===== src/rtl/adc_sar_seq_pkg.sv =====
// Shared types and width helpers for the multi-channel SAR sequencer.
package adc_sar_seq_pkg;

  typedef enum logic [2:0] {
    S_IDLE         = 3'd0,
    S_SETTLE       = 3'd1,
    S_SAMPLE       = 3'd2,
    S_EXTRA_SAMPLE = 3'd3,
    S_BIT          = 3'd4,
    S_ACC          = 3'd5,
    S_PUSH         = 3'd6
  } state_e;

  function automatic int unsigned ch_w(input int unsigned ch);
    return (ch > 1) ? $clog2(ch) : 1;
  endfunction

  function automatic int unsigned avg_w(input int unsigned avg_max);
    return (avg_max > 0) ? $clog2(avg_max + 1) : 1;
  endfunction

  function automatic int unsigned acc_w(input int unsigned n, input int unsigned avg_max);
    return n + avg_max;
  endfunction

endpackage


===== src/rtl/adc_sar_seq_sched.sv =====
// Channel scheduler: lowest masked channel, next masked channel above cur_i, and wrap.
module adc_sar_seq_sched #(
  parameter int unsigned CH   = 4,
  parameter int unsigned CH_W = 2
) (
  input  logic [CH-1:0]   mask_i,
  input  logic [CH_W-1:0] cur_i,
  output logic [CH_W-1:0] first_o,
  output logic [CH_W-1:0] next_o,
  output logic            last_o
);

  logic [CH_W-1:0] next_up;

  always_comb begin
    first_o = '0;
    next_up = '0;
    last_o  = 1'b1;
    // Descending scan so the lowest qualifying index is the one that sticks.
    for (int i = CH - 1; i >= 0; i--) begin
      if (mask_i[i]) begin
        first_o = CH_W'(i);
        if (i > int'(cur_i)) begin
          next_up = CH_W'(i);
          last_o  = 1'b0;
        end
      end
    end
    next_o = last_o ? first_o : next_up;
  end

endmodule


===== src/rtl/aio_blk_latch.sv =====
// Scan-safe blocking latch in front of the analog macro; holds outputs while en_i is low.
module aio_blk_latch #(
  parameter int unsigned W = 8
) (
  input  logic         rst_ni,
  input  logic         en_i,
  input  logic [W-1:0] d_i,
  output logic [W-1:0] q_o
);

  always_latch begin
    if (!rst_ni) begin
      q_o = '0;
    end else if (en_i) begin
      q_o = d_i;
    end
  end

endmodule


===== src/rtl/dff_resync.sv =====
// Two-flop synchroniser for a single asynchronous level.
module dff_resync (
  input  logic clk_i,
  input  logic rst_ni,
  input  logic d_i,
  output logic q_o
);

  logic meta_q, sync_q;

  always_ff @(posedge clk_i or negedge rst_ni) begin
    if (!rst_ni) begin
      meta_q <= 1'b0;
      sync_q <= 1'b0;
    end else begin
      meta_q <= d_i;
      sync_q <= meta_q;
    end
  end

  assign q_o = sync_q;

endmodule


===== src/rtl/adc_sar_seq.sv =====
// Multi-channel SAR ADC sequencer: scans masked channels, averages 2^k conversions per
// channel and hands results out through a valid/ready register.
module adc_sar_seq
  import adc_sar_seq_pkg::*;
#(
  parameter int unsigned N       = 10,
  parameter int unsigned CH      = 4,
  parameter int unsigned AVG_MAX = 3,
  parameter int unsigned SETTLE  = 2,
  localparam int unsigned CH_W   = ch_w(CH),
  localparam int unsigned AVG_W  = avg_w(AVG_MAX)
) (
  input  logic             clk,
  input  logic             rstb,
  input  logic             chain_scanen,
  input  logic             enable,
  input  logic             extra_sample,
  input  logic             continuous,
  input  logic [CH-1:0]    ch_mask,
  input  logic [AVG_W-1:0] avg_log2,
  input  logic             soc,
  output logic             busy,
  output logic             eoc_it,
  output logic             res_valid,
  input  logic             res_ready,
  output logic [CH_W-1:0]  res_ch,
  output logic [N-1:0]     res_data,
  input  logic             ms_rdy,
  input  logic             ms_cmp,
  output logic [CH_W-1:0]  ms_ch,
  output logic             ms_sample,
  output logic [N-1:0]     ms_dac,
  output logic             ms_clk
);

  localparam int unsigned ACC_W = acc_w(N, AVG_MAX);
  localparam int unsigned CNT_W = AVG_MAX + 1;
  localparam int unsigned BIT_W = (N > 1) ? $clog2(N) : 1;
  localparam int unsigned SET_W = (SETTLE > 1) ? $clog2(SETTLE) : 1;
  localparam int unsigned LAT_W = 2 + CH_W + N;

  state_e           state_q, state_d;
  logic [CH-1:0]    mask_q, mask_d;
  logic [AVG_W-1:0] avg_q, avg_d;
  logic             cont_q, cont_d;
  logic             extra_q, extra_d;
  logic [CH_W-1:0]  ch_q, ch_d;
  logic [SET_W-1:0] settle_q, settle_d;
  logic [BIT_W-1:0] bit_q, bit_d;
  logic [N-1:0]     code_q, code_d;
  logic [ACC_W-1:0] acc_q, acc_d;
  logic [CNT_W-1:0] cnt_q, cnt_d;
  logic             res_valid_q, res_valid_d;
  logic [CH_W-1:0]  res_ch_q, res_ch_d;
  logic [N-1:0]     res_data_q, res_data_d;
  logic             eoc_q, eoc_d;

  logic             rdy_s;
  logic             cmp_l;
  logic [CH-1:0]    sched_mask;
  logic [CH_W-1:0]  sched_first, sched_next;
  logic             sched_last;
  logic [AVG_W-1:0] avg_sat;
  logic [N-1:0]     bit_mask, trial;
  logic [ACC_W-1:0] acc_sum;
  logic [CNT_W-1:0] cnt_inc, cnt_target;
  logic             soc_ok, sampling;
  logic [LAT_W-1:0] lat_d, lat_q;

  dff_resync u_rdy_sync (
    .clk_i  (clk),
    .rst_ni (rstb),
    .d_i    (ms_rdy),
    .q_o    (rdy_s)
  );

  // Comparator is sampled during the low phase so it is stable at the rising edge.
  always_latch begin
    if (!clk) begin
      cmp_l = ms_cmp;
    end
  end

  assign sched_mask = (state_q == S_IDLE) ? ch_mask : mask_q;

  adc_sar_seq_sched #(
    .CH   (CH),
    .CH_W (CH_W)
  ) u_sched (
    .mask_i  (sched_mask),
    .cur_i   (ch_q),
    .first_o (sched_first),
    .next_o  (sched_next),
    .last_o  (sched_last)
  );

  assign avg_sat    = (32'(avg_log2) > AVG_MAX) ? AVG_W'(AVG_MAX) : avg_log2;
  assign bit_mask   = N'(1) << bit_q;
  assign trial      = (state_q == S_BIT) ? (code_q | bit_mask) : code_q;
  assign acc_sum    = acc_q + ACC_W'(code_q);
  assign cnt_inc    = cnt_q + CNT_W'(1);
  assign cnt_target = CNT_W'(1) << avg_q;
  assign soc_ok     = soc & enable & (|ch_mask) & (state_q == S_IDLE);
  assign sampling   = (state_q == S_SAMPLE) | (state_q == S_EXTRA_SAMPLE);

  always_comb begin
    state_d     = state_q;
    mask_d      = mask_q;
    avg_d       = avg_q;
    cont_d      = cont_q;
    extra_d     = extra_q;
    ch_d        = ch_q;
    settle_d    = settle_q;
    bit_d       = bit_q;
    code_d      = code_q;
    acc_d       = acc_q;
    cnt_d       = cnt_q;
    res_valid_d = res_valid_q & ~res_ready;
    res_ch_d    = res_ch_q;
    res_data_d  = res_data_q;
    eoc_d       = 1'b0;

    unique case (state_q)
      S_IDLE: begin
        if (soc_ok) begin
          mask_d   = ch_mask;
          avg_d    = avg_sat;
          cont_d   = continuous;
          extra_d  = extra_sample;
          ch_d     = sched_first;
          settle_d = SET_W'(SETTLE - 1);
          acc_d    = '0;
          cnt_d    = '0;
          state_d  = S_SETTLE;
        end
      end
      S_SETTLE: begin
        if (settle_q == '0) begin
          state_d = S_SAMPLE;
        end else begin
          settle_d = settle_q - SET_W'(1);
        end
      end
      S_SAMPLE: begin
        if (rdy_s) begin
          code_d  = '0;
          bit_d   = BIT_W'(N - 1);
          state_d = extra_q ? S_EXTRA_SAMPLE : S_BIT;
        end
      end
      S_EXTRA_SAMPLE: state_d = S_BIT;
      S_BIT: begin
        code_d = cmp_l ? trial : code_q;
        if (bit_q == '0) begin
          state_d = S_ACC;
        end else begin
          bit_d = bit_q - BIT_W'(1);
        end
      end
      S_ACC: begin
        acc_d   = acc_sum;
        cnt_d   = cnt_inc;
        state_d = (cnt_inc < cnt_target) ? S_SAMPLE : S_PUSH;
      end
      S_PUSH: begin
        if (!res_valid_q || res_ready) begin
          res_valid_d = 1'b1;
          res_data_d  = N'(acc_q >> avg_q);
          res_ch_d    = ch_q;
          acc_d       = '0;
          cnt_d       = '0;
          if (sched_last && !cont_q) begin
            state_d = S_IDLE;
            eoc_d   = 1'b1;
          end else begin
            ch_d = sched_next;
            // Same channel again (single-channel wrap) needs no mux settling.
            if (sched_next == ch_q) begin
              state_d = S_SAMPLE;
            end else begin
              state_d  = S_SETTLE;
              settle_d = SET_W'(SETTLE - 1);
            end
          end
        end
      end
      default: state_d = S_IDLE;
    endcase

    if (!enable) begin
      state_d     = S_IDLE;
      acc_d       = '0;
      cnt_d       = '0;
      res_valid_d = 1'b0;
      eoc_d       = 1'b0;
    end
  end

  always_ff @(posedge clk or negedge rstb) begin
    if (!rstb) begin
      state_q     <= S_IDLE;
      mask_q      <= '0;
      avg_q       <= '0;
      cont_q      <= 1'b0;
      extra_q     <= 1'b0;
      ch_q        <= '0;
      settle_q    <= '0;
      bit_q       <= '0;
      code_q      <= '0;
      acc_q       <= '0;
      cnt_q       <= '0;
      res_valid_q <= 1'b0;
      res_ch_q    <= '0;
      res_data_q  <= '0;
      eoc_q       <= 1'b0;
    end else begin
      state_q     <= state_d;
      mask_q      <= mask_d;
      avg_q       <= avg_d;
      cont_q      <= cont_d;
      extra_q     <= extra_d;
      ch_q        <= ch_d;
      settle_q    <= settle_d;
      bit_q       <= bit_d;
      code_q      <= code_d;
      acc_q       <= acc_d;
      cnt_q       <= cnt_d;
      res_valid_q <= res_valid_d;
      res_ch_q    <= res_ch_d;
      res_data_q  <= res_data_d;
      eoc_q       <= eoc_d;
    end
  end

  assign busy      = (state_q != S_IDLE);
  assign eoc_it    = eoc_q;
  assign res_valid = res_valid_q;
  assign res_ch    = res_ch_q;
  assign res_data  = res_data_q;

  // Sampling switch is active low towards the macro.
  assign lat_d = {clk, ~sampling, ch_q, trial};

  aio_blk_latch #(
    .W (LAT_W)
  ) u_aio_latch (
    .rst_ni (rstb),
    .en_i   (~chain_scanen),
    .d_i    (lat_d),
    .q_o    (lat_q)
  );

  assign ms_clk    = lat_q[LAT_W-1];
  assign ms_sample = lat_q[LAT_W-2];
  assign ms_ch     = lat_q[N +: CH_W];
  assign ms_dac    = lat_q[N-1:0];

endmodule

===== config.mk =====
export PLATFORM = sky130hd
export DESIGN_NAME = adc_sar_seq
export DESIGN_NICKNAME = d
export VERILOG_FILES = /design/src/rtl/adc_sar_seq_pkg.sv /design/src/rtl/adc_sar_seq_sched.sv /design/src/rtl/aio_blk_latch.sv /design/src/rtl/dff_resync.sv /design/src/rtl/adc_sar_seq.sv
export SDC_FILE = /design/constraint.sdc
export NUM_CORES = 1
export LEC_CHECK = 0
export BUFFER_PORTS_ARGS = -buffer_cell sky130_fd_sc_hd__buf_4
export CAP_MARGIN = 20
export CORE_MARGIN = 1
export CORE_UTILIZATION = 45
export DETAILED_ROUTE_END_ITERATION = 7
export PLACE_DENSITY_LB_ADDON = 0.08
export SLEW_MARGIN = 20
export SYNTH_ARGS = -nofsm -noshare
export SYNTH_HDL_FRONTEND = slang
export SYNTH_SLANG_ARGS = --single-unit

===== constraint.sdc =====
create_clock -name clk -period 2.04 [get_ports clk]
set_input_delay 0.204 -clock clk [delete_from_list [all_inputs] [get_ports clk]]
set_output_delay 0.204 -clock clk [all_outputs]
set_load 0.05 [all_outputs]

# Word-level counts from Yosys, hierarchy flattened

Cells that the tools add are included.
W data, S select, Z words.

Word-level logic and storage cells: 156
Register bits after elaboration: 61
Bits of input ports: 16
Output and inout bits: 29
Bits in latches: 15

Eq/ne operators: 20
Shift-type cells: 3
Multiplexer cells: 66
$lt $le $gt $ge: 4
Bitwise operators: 8
$add $sub $neg: 4
Reduce and logical (&&, ||, !) cells: 19

Operators by type and width:

| operator               | number |
|---|---|
| $mux W14               | 4 |
| $mux W13               | 3 |
| $pmux W13 S3           | 1 |
| $mux W2                | 16 |
| $mux W10               | 3 |
| $mux W3                | 8 |
| $mux W4                | 6 |
| $pmux W3 S7            | 1 |
| $pmux W10 S2           | 1 |
| $mux W1                | 19 |
| $add A13 B10 Y13       | 1 |
| $shr A13 B2 Y10        | 1 |
| $ne A2 B2 Y1 const B   | 6 |
| $pmux W4 S3            | 1 |
| $or A10 B10 Y10        | 1 |
| $reduce_and A5 Y1      | 2 |
| $shl A1 B4 Y10 const A | 1 |
| $eq A3 B3 Y1 const B   | 3 |
| $ne A3 B3 Y1 const B   | 3 |
| $reduce_and A3 Y1      | 3 |
| $pmux W4 S2            | 1 |
| $eq A3 B2 Y1 const B   | 2 |
| $ne A3 B2 Y1 const B   | 2 |
| $reduce_bool A3 Y1     | 2 |
| 25 further kinds       | 33 |

# Logic depth before layout (Yosys ltp)

Gate-level depths: netlist (run 1).

Word-level depth: 14
Gate-level depth with buffers: 9
Depth with buffers taken out: 9

# Cells and area by module

A second synthesis (run 1) with hierarchy kept.

Cell total of the unflattened synthesis: 399
Area, all modules: 4144.0 sq um

Modules (own cells, without submodules):

| module            | area an instance (sq um) | cells each | instances | seq. area each (sq um) |
|---|---|---|---|---|
| adc_sar_seq       | 3656.0                   | 349        | 1         | 1476.4 |
| aio_blk_latch     | 327.8                    | 30         | 1         | 0.0 |
| adc_sar_seq_sched | 110.1                    | 18         | 1         | 0.0 |
| dff_resync        | 50.0                     | 2          | 1         | 50.0 |

==> impl_metrics.prom, run 1 <==
# TYPE chip_impl_metric gauge
chip_impl_metric{name="ffs_latches_synth",unit=""} 76
chip_impl_metric{name="synth_warnings",unit=""} 0
chip_impl_metric{name="synth-compound-area-share",unit="%"} 15.73
chip_impl_metric{name="routed_wire_length_per_instance",unit="um"} 16.83
chip_impl_metric{name="synth.mux.area_fraction",unit="%"} 11.16
chip_impl_metric{name="detailroute.via_count",unit=""} 3611
chip_impl_metric{name="max_cap_viol_count",unit=""} 0
chip_impl_metric{name="syn2layout_area_growth",unit="%"} 28.84
chip_impl_metric{name="drt_pre_antenna_iters",unit=""} 8
chip_impl_metric{name="start_util",unit="%"} 47.37
chip_impl_info{name="rsz0062_at_grt",value="yes"} 1
chip_impl_metric{name="instances_no_fill",unit=""} 639
chip_impl_metric{name="gate_count_post_synth",unit=""} 431
chip_impl_metric{name="max_slew.worst_pin.slew",unit="ps"} 874.0
chip_impl_info{name="layout.cells.most_common_list",value="sky130_fd_sc_hd__buf_4 (91), sky130_fd_sc_hd__dfrtp_1 (58), sky130_fd_sc_hd__nor2_1 (36)"} 1
chip_impl_metric{name="critPathArrivalTime",unit="ps"} 2470
chip_impl_metric{name="layout_setup_ws",unit="ps"} -34.01
chip_impl_metric{name="finalSetupViolCount",unit=""} 4
chip_impl_metric{name="finalHoldViolCount",unit=""} 0
chip_impl_metric{name="nFillCells",unit=""} 809
chip_impl_info{name="layout_commonest_cell",value="sky130_fd_sc_hd__buf_4"} 1
chip_impl_metric{name="static-leakage-power",unit="nW"} 2.454
chip_impl_info{name="synth_top_area_cell",value="sky130_fd_sc_hd__dfrtp_1"} 1
chip_impl_metric{name="number_of_register_pins_that_no_clock_reaches",unit=""} 14
chip_impl_metric{name="die-height",unit="um"} 98.51
chip_impl_metric{name="antennaDiodeCount",unit=""} 0
chip_impl_metric{name="worst_skew_late_latency",unit="ps"} 450
chip_impl_metric{name="syn_area",unit="mm2"} 0.004192
chip_impl_metric{name="post-place-cells",unit=""} 607
chip_impl_metric{name="globalRoute.totalOverflow",unit=""} 0
chip_impl_info{name="cts_tree",value="done"} 1
chip_impl_metric{name="dp_hpwl",unit="um"} 7567
chip_impl_metric{name="drt_wl_total",unit="um"} 10760
chip_impl_metric{name="ir_worst_vdd",unit="uV"} 515.1
chip_impl_metric{name="synthesis.area_per_instance",unit="um2"} 9.725
chip_impl_metric{name="final_nets",unit=""} 562
chip_impl_metric{name="grt_first_pass_wirelength",unit="um"} 17710
chip_impl_info{name="critical_path.cell_chain",value="ha_2 > inv_2 > fa_2 > nor2b_2 > o2111ai_2 > a21oi_2 > o31a_1 > or4b_1 > nand3_1"} 1
chip_impl_info{name="violated_checks",value="DRC, setup timing"} 1
chip_impl_metric{name="placement_rows",unit=""} 34
chip_impl_metric{name="design_area",unit="mm2"} 0.005400
chip_impl_metric{name="min_period",unit="ps"} 2074
chip_impl_metric{name="detail-route-antenna-nets",unit=""} 0
chip_impl_metric{name="synthXorXnorAreaFrac",unit="%"} 2.299
chip_impl_metric{name="clock_pin_slew_on_the_worst_setup_and_hold_paths",unit="ps"} 80
chip_impl_metric{name="p_per_area",unit="mW/mm2"} 962.8
chip_impl_metric{name="synth.top_cell.area_share",unit="%"} 36.42
chip_impl_metric{name="grt_max_degree",unit=""} 72
chip_impl_info{name="main_combinational_cell_family_by_area_after_synthesis",value="simple AND/OR/NAND/NOR gates"} 1
chip_impl_metric{name="top_level_ports",unit=""} 45
chip_impl_metric{name="crit_path_max_incr_delay",unit="ps"} 480
chip_impl_metric{name="proportion_of_synthesized_flip_flops_having_asynchronous_set_or_reset",unit="%"} 80.26
chip_impl_metric{name="finalWeightedCongestion",unit=""} 0.8741
chip_impl_info{name="largest_cells_by_area_after_synthesis",value="sky130_fd_sc_hd__dfrtp_1 (36%), sky130_fd_sc_hd__ha_1 (5.7%), sky130_fd_sc_hd__dlxtp_1 (5.0%), sky130_fd_sc_hd__mux2_2 (4.6%), sky130_fd_sc_hd__mux4_2 (3.8%)"} 1
chip_impl_metric{name="first_global_vias",unit=""} 3558
chip_impl_metric{name="finClkSkew",unit="ps"} 9.335
chip_impl_metric{name="worst-path-max-fanout",unit=""} 3
chip_impl_metric{name="fin_worst_hold_slack",unit="ps"} 38.49
chip_impl_metric{name="core_area",unit="mm2"} 0.008848
chip_impl_metric{name="number_of_enable_type_register_cells_in_the_synthesized_netlist",unit=""} 0
chip_impl_info{name="run_status",value="finished, violations left"} 1
chip_impl_metric{name="die_footprint",unit="mm2"} 0.009704
chip_impl_metric{name="via_per_inst",unit=""} 5.651
chip_impl_metric{name="drc",unit=""} 5
chip_impl_metric{name="synth.distinct_cells",unit=""} 66
chip_impl_info{name="criticalPathCategory",value="reg -> reg"} 1
chip_impl_metric{name="cp.required",unit="ps"} 2430
chip_impl_metric{name="synthSimpleGateAreaFrac",unit="%"} 19.07
chip_impl_info{name="hold_path.class",value="in -> reg"} 1
chip_impl_metric{name="antenna_found_initial",unit=""} 0
chip_impl_metric{name="slew_violations",unit=""} 0
chip_impl_metric{name="grt_overall_usage",unit="%"} 23.47
chip_impl_metric{name="post_route_cells_drive_above_1_share",unit="%"} 33.90
chip_impl_metric{name="io_buffer_count",unit=""} 44
chip_impl_metric{name="die_width",unit="um"} 98.51
chip_impl_metric{name="slew_headroom",unit="%"} 41.73
chip_impl_metric{name="maxClockFrequency",unit="GHz"} 0.4822
chip_impl_metric{name="postPlaceCellArea",unit="mm2"} 0.004908
chip_impl_metric{name="initialDrtViolationCount",unit=""} 144
chip_impl_metric{name="syn_nets",unit=""} 467
chip_impl_metric{name="adder_cell_share_of_the_synthesized_area",unit="%"} 6.149
chip_impl_info{name="critical_path.slowest_cell",value="sky130_fd_sc_hd__or4b_1"} 1
chip_impl_metric{name="min_period_over_period",unit="%"} 101.7
chip_impl_info{name="cp-end-kind",value="flip-flop"} 1
chip_impl_metric{name="untimed_endpoints",unit=""} 28
chip_impl_info{name="startpoint_type",value="flip-flop"} 1
chip_impl_info{name="synth_flop_cell",value="sky130_fd_sc_hd__dfrtp_1"} 1
## Yosys cell counts (7+ instances only)
master	count
sky130_fd_sc_hd__buf_2	7
sky130_fd_sc_hd__dfrtp_1	61
sky130_fd_sc_hd__nand2b_1	12
sky130_fd_sc_hd__ha_1	19
sky130_fd_sc_hd__nor3_1	11
sky130_fd_sc_hd__dlxtp_1	14
sky130_fd_sc_hd__mux2_2	17
sky130_fd_sc_hd__nor2b_1	13
sky130_fd_sc_hd__a21oi_1	28
sky130_fd_sc_hd__mux2i_1	7
sky130_fd_sc_hd__inv_1	14
sky130_fd_sc_hd__clkbuf_1	11
sky130_fd_sc_hd__nand2_1	34
sky130_fd_sc_hd__o21ai_0	23
sky130_fd_sc_hd__mux4_2	7
sky130_fd_sc_hd__nor2_1	36
sky130_fd_sc_hd__a31oi_1	14
## where the power goes
group	total (W)	switching, W	internal, W	leakage (nW)
Combinational	0.00216	0.00119	0.000973	1.42
Clock	0.00126	0.000570	0.000695	0.112
Sequential	0.00177	0.000293	0.00148	0.923
Total	0.00520	0.00205	0.00315	2.45
## final cells by class
cell class / count / area [um2] / area share (%)
Clock buffer: 12 / 165.2 / 3.058
Clock inverter: 7 / 73.82 / 1.367
Inverter: 16 / 60.06 / 1.112
Multi-Input combinational cell: 318 / 2409 / 44.60
Sequential cell: 76 / 1755 / 32.51
Tap cell: 108 / 135.1 / 2.502
Timing Repair Buffer: 102 / 802.0 / 14.85
## stage by stage
| stage | utilization (%) | TNS (ps) | power [W] | setup slack [ps] |
|---|---|---|---|---|
| 2_1_floorplan | - | -49.13 | 0.003099 | -17.93 |
| 3_3_place_gp | 55.47 | -122.9 | 0.003671 | -61.15 |
| 3_5_place_dp | 55.47 | -526.8 | 0.003715 | -125.4 |
| 4_1_cts | 59.60 | -66.31 | 0.005077 | -36.00 |
| 5_1_grt | 61.03 | -657.3 | 0.005513 | -130.4 |
| 6_report | 61.03 | -63.51 | 0.005200 | -34.01 |
## routing by layer
layer,wire [um],up-vias,track usage [%]
met1,5051,1749,31.17
met2,5073,90,37.65
met4,207,0,11.25
li1,-,1755,-
met3,423,17,3.830
met5,0,-,0
## sequential cells by signal, indices dropped and copies added, names as in the netlist, 2 cells and up
| register | cells |
|---|---|
| bit_q | 4 |
| state_q | 3 |
| cnt_q | 4 |
| acc_q | 13 |
| code_q | 10 |
| mask_q | 4 |
| avg_q | 2 |
| u_aio_latch.q_o | 14 |
| ch_q | 2 |
| res_data | 10 |
| res_ch | 2 |
## critical path, delay by kind of cell (launching register included)
family                     cells  cell delay, ps
DFF                            1             380
and+or+nand+nor                3             610
buffers and inverters          1              60
AOI/OAI and AO/OA              3             550
adders and majority gates      2             410
## cell families after synthesis
kind of cell    Yosys count
buf+inv                  38
fa+ha+maj                20
compound gates          103
flops                    61
latches                  15
mux                      34
simple gates            149
xor+xnor                 11
## path summary, 6_finish.rpt
check / to / start / cells past startpoint / slack (ps)
min reg2reg: u_rdy_sync.q_o / u_rdy_sync.meta_q / 0 / 360
max reg2reg: acc_q[10] / code_q[0] / 9 / -30
min in group asynchronous: mask_q[0] / rstb / 2 / 380
max in group asynchronous: state_q[1] / rstb / 2 / 1010
min: mask_q[0] / ch_mask[0] / 2 / 40
max: acc_q[10] / code_q[0] / 9 / -30
## what timing repair did
| item | CTS | global route |
|---|---|---|
| gates resized for setup | 13 | 20 |
| endpoints found under the setup margin | 7 | 23 |
| cloned | 0 | 1 |
| hold buffers | 7 | 0 |
| endpoints found under the hold margin | 67 | 0 |
| buffers inserted | 1 | 4 |
| pin swaps | 3 | 8 |
No activity file was read; power rests on OpenSTA's default activity.
==> run 2, diff against run 1 <==
--- a/config.mk
+++ b/config.mk
@@ -11,7 +11,9 @@
 export CORE_UTILIZATION = 45
 export DETAILED_ROUTE_END_ITERATION = 7
 export PLACE_DENSITY_LB_ADDON = 0.08
+export SETUP_SLACK_MARGIN = 0.5
 export SLEW_MARGIN = 20
 export SYNTH_ARGS = -nofsm -noshare
 export SYNTH_HDL_FRONTEND = slang
+export SYNTH_HIERARCHICAL = 1
 export SYNTH_SLANG_ARGS = --single-unit
==> constraint.sdc (replaced) <==
create_clock -name clk -period 2.24 [get_ports clk]
set_input_delay 0.224 -clock clk [delete_from_list [all_inputs] [get_ports clk]]
set_output_delay 0.224 -clock clk [all_outputs]
set_load 0.05 [all_outputs]
==> run 2 against run 1 <==
Against the previous run: the flow still finishes with violations (DRC, setup timing); final cell count shrank 4.7%; non-clock buffer count shrank 4; largest cell class unchanged; via count shrank 6.9%; sequential power shrank 6%; global-route usage shrank 2.6 points; critical path type unchanged; worst hold slack gained 22 ps; synthesized cell count shrank 7.4%; design area grew 4.1%; setup slack lost 5.0 ps.
==> impl_metrics.prom, run 2 <==
# TYPE chip_impl_metric gauge
chip_impl_info{name="run_status",value="finished, violations left"} 1
chip_impl_info{name="violated_checks",value="DRC, setup timing"} 1
chip_impl_metric{name="slew_headroom",unit="%"} 60.18
chip_impl_info{name="most_used_standard_cell_by_instance_count_after_synthesis",value="sky130_fd_sc_hd__dfrtp_1"} 1
chip_impl_metric{name="clock_pin_slew_on_the_worst_setup_and_hold_paths",unit="ps"} 60
chip_impl_metric{name="nFillCells",unit=""} 740
chip_impl_metric{name="syn_area",unit="mm2"} 0.004144
chip_impl_metric{name="drc",unit=""} 4
chip_impl_metric{name="grt_max_degree",unit=""} 45
chip_impl_metric{name="post-place-cells",unit=""} 547
chip_impl_metric{name="crit_path_max_incr_delay",unit="ps"} 410
chip_impl_metric{name="cp.required",unit="ps"} 2560
chip_impl_metric{name="min_period_over_period",unit="%"} 101.7
chip_impl_metric{name="synth.distinct_cells",unit=""} 65
chip_impl_metric{name="grt_first_pass_wirelength",unit="um"} 15770
chip_impl_metric{name="ir_worst_vdd",unit="uV"} 618.6
chip_impl_metric{name="final_nets",unit=""} 532
chip_impl_metric{name="routed_wire_length_per_instance",unit="um"} 15.87
chip_impl_metric{name="finalSetupViolCount",unit=""} 2
chip_impl_metric{name="grt_use_met2",unit="%"} 33.37
chip_impl_info{name="rsz0062_at_grt",value="yes"} 1
chip_impl_metric{name="drt_wl_total",unit="um"} 9662
chip_impl_metric{name="p_per_area",unit="mW/mm2"} 933.8
chip_impl_metric{name="globalRouteMet1Util",unit="%"} 28.07
chip_impl_metric{name="drt_pre_antenna_iters",unit=""} 6
chip_impl_metric{name="fin_worst_hold_slack",unit="ps"} 60.62
chip_impl_info{name="criticalPathCategory",value="reg -> reg"} 1
chip_impl_info{name="critPathTopFamily",value="simple AND/OR/NAND/NOR gates"} 1
chip_impl_metric{name="via_per_inst",unit=""} 5.521
chip_impl_metric{name="global_route.usage.met3",unit="%"} 4.796
chip_impl_metric{name="synth_warnings",unit=""} 6
chip_impl_metric{name="top_level_ports",unit=""} 45
chip_impl_metric{name="largest_register_ffs",unit=""} 14
chip_impl_info{name="commonest_cells_in_the_netlist",value="sky130_fd_sc_hd__dfrtp_1 (61), sky130_fd_sc_hd__nand2_1 (40), sky130_fd_sc_hd__a21oi_1 (23)"} 1
chip_impl_info{name="cts_tree",value="done"} 1
chip_impl_metric{name="finClkSkew",unit="ps"} 12.86
chip_impl_metric{name="finalHoldViolCount",unit=""} 0
chip_impl_metric{name="core_area",unit="mm2"} 0.008806
chip_impl_metric{name="max_cap_viol_count",unit=""} 0
chip_impl_info{name="cp-end-kind",value="flip-flop"} 1
chip_impl_metric{name="die-height",unit="um"} 97.96
chip_impl_metric{name="number_of_register_pins_that_no_clock_reaches",unit=""} 14
chip_impl_info{name="cp_common_cell",value="sky130_fd_sc_hd__a21oi_2"} 1
chip_impl_metric{name="antennaDiodeCount",unit=""} 0
chip_impl_info{name="layout.cells.most_common_list",value="sky130_fd_sc_hd__buf_4 (79), sky130_fd_sc_hd__dfrtp_1 (54), sky130_fd_sc_hd__nand2_1 (33)"} 1
chip_impl_metric{name="rrSetupSlack",unit="ps"} -40
chip_impl_info{name="hold_path.class",value="in -> reg"} 1
chip_impl_metric{name="gate_count_post_synth",unit=""} 399
chip_impl_metric{name="die_width",unit="um"} 97.96
chip_impl_metric{name="antenna_found_initial",unit=""} 0
chip_impl_metric{name="synthesis.area_per_instance",unit="um2"} 10.39
chip_impl_metric{name="static-leakage-power",unit="nW"} 2.680
chip_impl_metric{name="min_period",unit="ps"} 2279
chip_impl_metric{name="io_buffer_count",unit=""} 44
chip_impl_metric{name="worst-path-max-fanout",unit=""} 6
chip_impl_metric{name="final_core_util",unit="%"} 63.85
chip_impl_metric{name="ffs_latches_synth",unit=""} 76
chip_impl_metric{name="critPathArrivalTime",unit="ps"} 2600
chip_impl_metric{name="first_global_vias",unit=""} 3220
chip_impl_metric{name="finalWeightedCongestion",unit=""} 0.8569
chip_impl_metric{name="die_footprint",unit="mm2"} 0.009596
chip_impl_info{name="startpoint_type",value="flip-flop"} 1
chip_impl_info{name="layout_commonest_cell",value="sky130_fd_sc_hd__buf_4"} 1
chip_impl_metric{name="placement_rows",unit=""} 34
chip_impl_metric{name="instances_no_fill",unit=""} 609
chip_impl_metric{name="untimed_endpoints",unit=""} 28
chip_impl_info{name="globalRoute.busiestLayer",value="met2"} 1
chip_impl_metric{name="path_buf_inv",unit=""} 1
chip_impl_metric{name="initialDrtViolationCount",unit=""} 134
chip_impl_info{name="largest_cells_by_area_after_synthesis",value="sky130_fd_sc_hd__dfrtp_1 (37%), sky130_fd_sc_hd__ha_1 (5.7%), sky130_fd_sc_hd__mux2_2 (5.2%), sky130_fd_sc_hd__dlxtp_1 (5.1%), sky130_fd_sc_hd__nand2_1 (3.6%)"} 1
chip_impl_metric{name="dp_worst_setup_slack",unit="ps"} -43.94
chip_impl_metric{name="max_slew.worst_pin.slew",unit="ps"} 592.8
chip_impl_metric{name="detailroute.via_count",unit=""} 3362
chip_impl_metric{name="grt_overall_usage",unit="%"} 20.90
chip_impl_metric{name="synth.top_cell.area_share",unit="%"} 36.84
chip_impl_metric{name="post_route_cells_drive_above_1_share",unit="%"} 45.11
chip_impl_metric{name="slew_violations",unit=""} 0
chip_impl_metric{name="worst_skew_late_latency",unit="ps"} 440
chip_impl_metric{name="proportion_of_synthesized_flip_flops_having_asynchronous_set_or_reset",unit="%"} 80.26
chip_impl_info{name="synth_flop_cell",value="sky130_fd_sc_hd__dfrtp_1"} 1
chip_impl_metric{name="detail-route-antenna-nets",unit=""} 0
chip_impl_info{name="critical_path.cell_chain",value="nor3_4 > buf_6 > nand2_1 > nand2_2 > and2b_2 > a21oi_2 > o221ai_2 > xor2_1 > or3_1 > a21oi_2 > a21oi_2"} 1
chip_impl_metric{name="dp_hpwl",unit="um"} 6444
chip_impl_metric{name="syn2layout_area_growth",unit="%"} 35.69
chip_impl_info{name="synth_top_area_cell",value="sky130_fd_sc_hd__dfrtp_1"} 1
chip_impl_metric{name="syn_nets",unit=""} 435
chip_impl_metric{name="globalRoute.totalOverflow",unit=""} 0
chip_impl_metric{name="number_of_enable_type_register_cells_in_the_synthesized_netlist",unit=""} 0
chip_impl_metric{name="layout_setup_ws",unit="ps"} -38.98
chip_impl_metric{name="start_util",unit="%"} 47.06
chip_impl_info{name="critical_path.slowest_cell",value="sky130_fd_sc_hd__dfrtp_1"} 1
chip_impl_metric{name="maxClockFrequency",unit="GHz"} 0.4388
[run 2: cell count changes after synthesis, moves of 6 or more]
cell / previous run / this run
sky130_fd_sc_hd__nor2_1: 36 / 22
sky130_fd_sc_hd__nor2b_1: 13 / 2
sky130_fd_sc_hd__and2_2: 0 / 10
sky130_fd_sc_hd__a21o_1: 5 / 14
sky130_fd_sc_hd__clkbuf_1: 11 / 3
sky130_fd_sc_hd__nand2_1: 34 / 40
[run 2: worst paths after layout]
check,startpoint,to,cells after the start
min reg2reg,u_rdy_sync/meta_q,u_rdy_sync/q_o,0
min in group asynchronous,rstb,acc_q[11],2
max reg2reg,state_q[2],settle_q,11
max,state_q[2],settle_q,11
max in group asynchronous,rstb,code_q[1],3
min,ch_mask[2],mask_q[2],2
[run 2: layer usage]
metal | routed length (um) | share of wire [%]
met5 | 0 | 0
met3 | 226 | 2.3
met1 | 4548 | 47
met4 | 98 | 1.0
met2 | 4788 | 50
[run 2: per-stage QoR]
step	power (W)	setup TNS, ps	area [um2]
2_1_floorplan	0.003108	0	4248
3_3_place_gp	0.003539	0	4698
3_5_place_dp	0.003576	-80.96	4698
4_1_cts	0.005036	-71.04	5296
5_1_grt	0.005578	-385.5	5623
6_report	0.005251	-39.86	5623
[run 2: area by class of cell]
type	count	area [um2]	area share (%)
clock inverters	3	40.04	0.7121
clock buffers	16	211.5	3.761
flip-flops and latches	76	1764	31.38
repair buffers	98	810.8	14.42
inverters	11	47.55	0.8456
well taps	108	135.1	2.403
multi-input cells	297	2614	46.48
[run 2: power breakdown]
| part | total [W] | switching (W) | internal (W) |
|---|---|---|---|
| clock network | 0.00118 | 0.000455 | 0.000729 |
| registers | 0.00166 | 0.000315 | 0.00135 |
| logic | 0.00241 | 0.00128 | 0.00113 |
| total | 0.00525 | 0.00205 | 0.00320 |
[run 2: cell families after synthesis]
group	share of synthesized area [%]
buffers and inverters	3.412
AOI/OAI and AO/OA	18.24
latches	5.435
and+or+nand+nor	17.60
adders and majority gates	6.220
DFF	36.84
xor gates and xnor gates	1.902
muxes	10.36
[run 2: repair_timing]
action | CTS | global route
buffers inserted | 14 | 22
hold buffers | 7 | 0
endpoints found under the setup margin | 50 | 53
hold endpoints to repair | 38 | 0
gates resized for setup | 44 | 30
pin swaps | 27 | 34
==> run 3, diff against run 2 <==
==> constraint.sdc (replaced) <==
create_clock -name clk -period 2.24 [get_ports clk]
set_input_delay 0.224 -clock clk [delete_from_list [all_inputs] [get_ports clk]]
set_output_delay 0.224 -clock clk [all_outputs]
set_load 0.005 [all_outputs]
==> run 3 against run 2 <==
Against the previous run: the run still ends with DRC, setup timing left; design area decreased by 1.4%; sequential power decreased by 5%; clock skew decreased by 0.84 ps; sequential cell count unchanged; fmax increased by 1.0%; highest routed layer unchanged.
==> impl_metrics.prom, run 3 (synthesized netlist as in run 2, its figures left out) <==
# TYPE chip_impl_metric gauge
chip_impl_metric{name="finalSetupViolCount",unit=""} 1
chip_impl_metric{name="finClkSkew",unit="ps"} 12.02
chip_impl_metric{name="finalWeightedCongestion",unit=""} 0.8557
chip_impl_info{name="cp-end-kind",value="flip-flop"} 1
chip_impl_metric{name="antenna_found_initial",unit=""} 0
chip_impl_metric{name="fraction_of_power_consumed_by_sequential_logic",unit="%"} 32.4
chip_impl_metric{name="maxClockFrequency",unit="GHz"} 0.4433
chip_impl_info{name="worst_r2r_startpoint",value="state_q[2]"} 1
chip_impl_metric{name="static-leakage-power",unit="nW"} 2.605
chip_impl_info{name="crit_path_start",value="state_q[2]"} 1
chip_impl_metric{name="die_footprint",unit="mm2"} 0.009596
chip_impl_metric{name="post_route_cells_drive_above_1_share",unit="%"} 42.68
chip_impl_metric{name="max_cap_viol_count",unit=""} 0
chip_impl_metric{name="switching_share",unit="%"} 36.89
chip_impl_metric{name="layout_setup_ws",unit="ps"} -15.97
chip_impl_metric{name="syn2layout_area_growth",unit="%"} 33.73
chip_impl_info{name="layout.cells.most_common_list",value="sky130_fd_sc_hd__buf_4 (72), sky130_fd_sc_hd__dfrtp_1 (57), sky130_fd_sc_hd__nand2_1 (35)"} 1
chip_impl_metric{name="rrSetupSlack",unit="ps"} -20
chip_impl_metric{name="ir_worst_vdd",unit="uV"} 621.5
chip_impl_metric{name="worst-path-max-fanout",unit=""} 5
chip_impl_metric{name="p_int",unit="W"} 0.003088
chip_impl_metric{name="detail-route-antenna-nets",unit=""} 0
chip_impl_metric{name="slew_violations",unit=""} 0
chip_impl_metric{name="grt_overall_usage",unit="%"} 20.92
chip_impl_metric{name="die_width",unit="um"} 97.96
chip_impl_info{name="layout_commonest_cell",value="sky130_fd_sc_hd__buf_4"} 1
chip_impl_metric{name="largest_register_ffs",unit=""} 14
chip_impl_metric{name="share_comb_of_total_power",unit="%"} 43.2
chip_impl_metric{name="clock_pin_slew_on_the_worst_setup_and_hold_paths",unit="ps"} 70
chip_impl_info{name="cp_common_cell",value="sky130_fd_sc_hd__a21oi_1"} 1
chip_impl_metric{name="start_util",unit="%"} 47.06
chip_impl_info{name="run_status",value="finished, violations left"} 1
chip_impl_metric{name="drt_pre_antenna_iters",unit=""} 6
chip_impl_metric{name="routed_wire_length_per_instance",unit="um"} 15.99
chip_impl_metric{name="grt_max_degree",unit=""} 77
chip_impl_metric{name="max_slew.worst_pin.slew",unit="ps"} 860.5
chip_impl_metric{name="worst_skew_late_latency",unit="ps"} 460
chip_impl_info{name="startpoint_type",value="flip-flop"} 1
chip_impl_metric{name="placement_rows",unit=""} 34
chip_impl_metric{name="p_clk_share",unit="%"} 24.5
chip_impl_info{name="rsz0062_at_grt",value="yes"} 1
chip_impl_metric{name="grt_first_pass_wirelength",unit="um"} 15640
chip_impl_metric{name="final_core_util",unit="%"} 62.93
chip_impl_info{name="crit-reg2reg-capture",value="state_q[1]"} 1
chip_impl_metric{name="first_global_vias",unit=""} 3207
chip_impl_metric{name="dp_hpwl",unit="um"} 6175
chip_impl_metric{name="switching_power",unit="W"} 0.001805
chip_impl_metric{name="min_period",unit="ps"} 2256
chip_impl_info{name="critical_path.slowest_cell",value="sky130_fd_sc_hd__dfrtp_1"} 1
chip_impl_metric{name="die-height",unit="um"} 97.96
chip_impl_info{name="critical_path.endpoint",value="state_q[1]"} 1
chip_impl_metric{name="final_nets",unit=""} 523
chip_impl_metric{name="dp_worst_setup_slack",unit="ps"} 1.664
chip_impl_metric{name="instances_no_fill",unit=""} 600
chip_impl_metric{name="globalRoute.totalOverflow",unit=""} 0
chip_impl_metric{name="postPlaceCellArea",unit="mm2"} 0.004666
chip_impl_metric{name="initialDrtViolationCount",unit=""} 122
chip_impl_metric{name="finalHoldViolCount",unit=""} 0
chip_impl_metric{name="untimed_endpoints",unit=""} 28
chip_impl_metric{name="number_of_register_pins_that_no_clock_reaches",unit=""} 14
chip_impl_metric{name="p_per_area",unit="mW/mm2"} 883.0
chip_impl_metric{name="slew_headroom",unit="%"} 42.63
chip_impl_metric{name="crit_path_max_incr_delay",unit="ps"} 410
chip_impl_metric{name="critPathArrivalTime",unit="ps"} 2610
chip_impl_info{name="cts_tree",value="done"} 1
chip_impl_info{name="hold_path.class",value="in -> reg"} 1
chip_impl_metric{name="detailroute.via_count",unit=""} 3337
chip_impl_metric{name="drt_wl_total",unit="um"} 9591
chip_impl_metric{name="cp.required",unit="ps"} 2600
chip_impl_metric{name="post-place-cells",unit=""} 549
chip_impl_metric{name="top_level_ports",unit=""} 45
chip_impl_metric{name="via_per_inst",unit=""} 5.562
chip_impl_metric{name="core_area",unit="mm2"} 0.008806
chip_impl_metric{name="fin_worst_hold_slack",unit="ps"} 23.79
chip_impl_info{name="critical_path.cell_chain",value="nor3_4 > inv_2 > nand2_1 > nand2_2 > nor2b_1 > a21oi_1 > o221ai_2 > xor2_1 > o31ai_1 > a21oi_1 > o22ai_1"} 1
chip_impl_info{name="criticalPathCategory",value="reg -> reg"} 1
chip_impl_metric{name="antennaDiodeCount",unit=""} 0
chip_impl_metric{name="design_area",unit="mm2"} 0.005542
chip_impl_metric{name="min_period_over_period",unit="%"} 100.7
chip_impl_metric{name="r2r_cells",unit=""} 11
chip_impl_metric{name="drc",unit=""} 3
chip_impl_metric{name="io_buffer_count",unit=""} 44
chip_impl_info{name="violated_checks",value="DRC, setup timing"} 1
[run 3: power by group through the flow]
stage | Sequential, W | Combinational [W] | Clock (W)
2_1_floorplan | 0.00152 | 0.00133 | 0.00000821
3_3_place_gp | 0.00159 | 0.00170 | 0.00000822
3_5_place_dp | 0.00159 | 0.00173 | 0.00000822
4_1_cts | 0.00158 | 0.00199 | 0.00122
5_1_grt | 0.00162 | 0.00233 | 0.00128
6_report | 0.00158 | 0.00211 | 0.00120
[run 3: worst max-delay path: cells and delay by family (launching register included)]
kind / cells / cell delay, ps
and+or+nand+nor: 4 / 590
DFF: 1 / 410
buffers and inverters: 1 / 110
xor gates and xnor gates: 1 / 200
AOI/OAI and AO/OA: 5 / 860
[run 3: worst min path at each step]
stage	start	end	slack, ps	depth (start not counted)
6_report	ch_mask[3]	mask_q[3]	20	2
5_1_grt	ch_mask[3]	mask_q[3]	20	2
4_1_cts	ch_mask[0]	mask_q[0]	20	2
3_5_place_dp	ms_rdy	u_rdy_sync/meta_q	330	1
3_3_place_gp	ms_rdy	u_rdy_sync/meta_q	330	1
2_1_floorplan	rstb	acc_q[0]	-70	0
[run 3: layout make-up]
| cell class | instances | area (um2) |
|---|---|---|
| Inverter | 11 | 41.29 |
| Clock inverter | 3 | 40.04 |
| Tap cell | 108 | 135.1 |
| Fill cell | 732 | 3264 |
| Clock buffer | 16 | 211.5 |
| Timing Repair Buffer | 88 | 720.7 |
| Sequential cell | 76 | 1760 |
| Multi-Input combinational cell | 298 | 2633 |
[run 3: what timing repair did]
| action | in CTS | in global routing |
|---|---|---|
| buffers inserted | 19 | 5 |
| pin swaps | 26 | 16 |
| endpoints found under the setup margin | 52 | 52 |
| gates resized for setup | 38 | 33 |
| hold buffers | 7 | 0 |
| endpoints found under the hold margin | 67 | 0 |
| gates cloned | 1 | 0 |
[run 3: routing by layer]
metal  track usage (%)  part of all wire (%)
met3             5.655                   3.5
met5                 0                     0
met1             27.89                    47
met4             6.993                   1.7
met2             32.99                    47
[run 3: per-stage QoR]
stage | TNS (ps) | power (W)
after floorplan | 0 | 0.002866
final | -15.97 | 0.004893
after CTS | 0 | 0.004787
after detailed placement | 0 | 0.003330
after global routing | -439.1 | 0.005224
after global placement | 0 | 0.003299
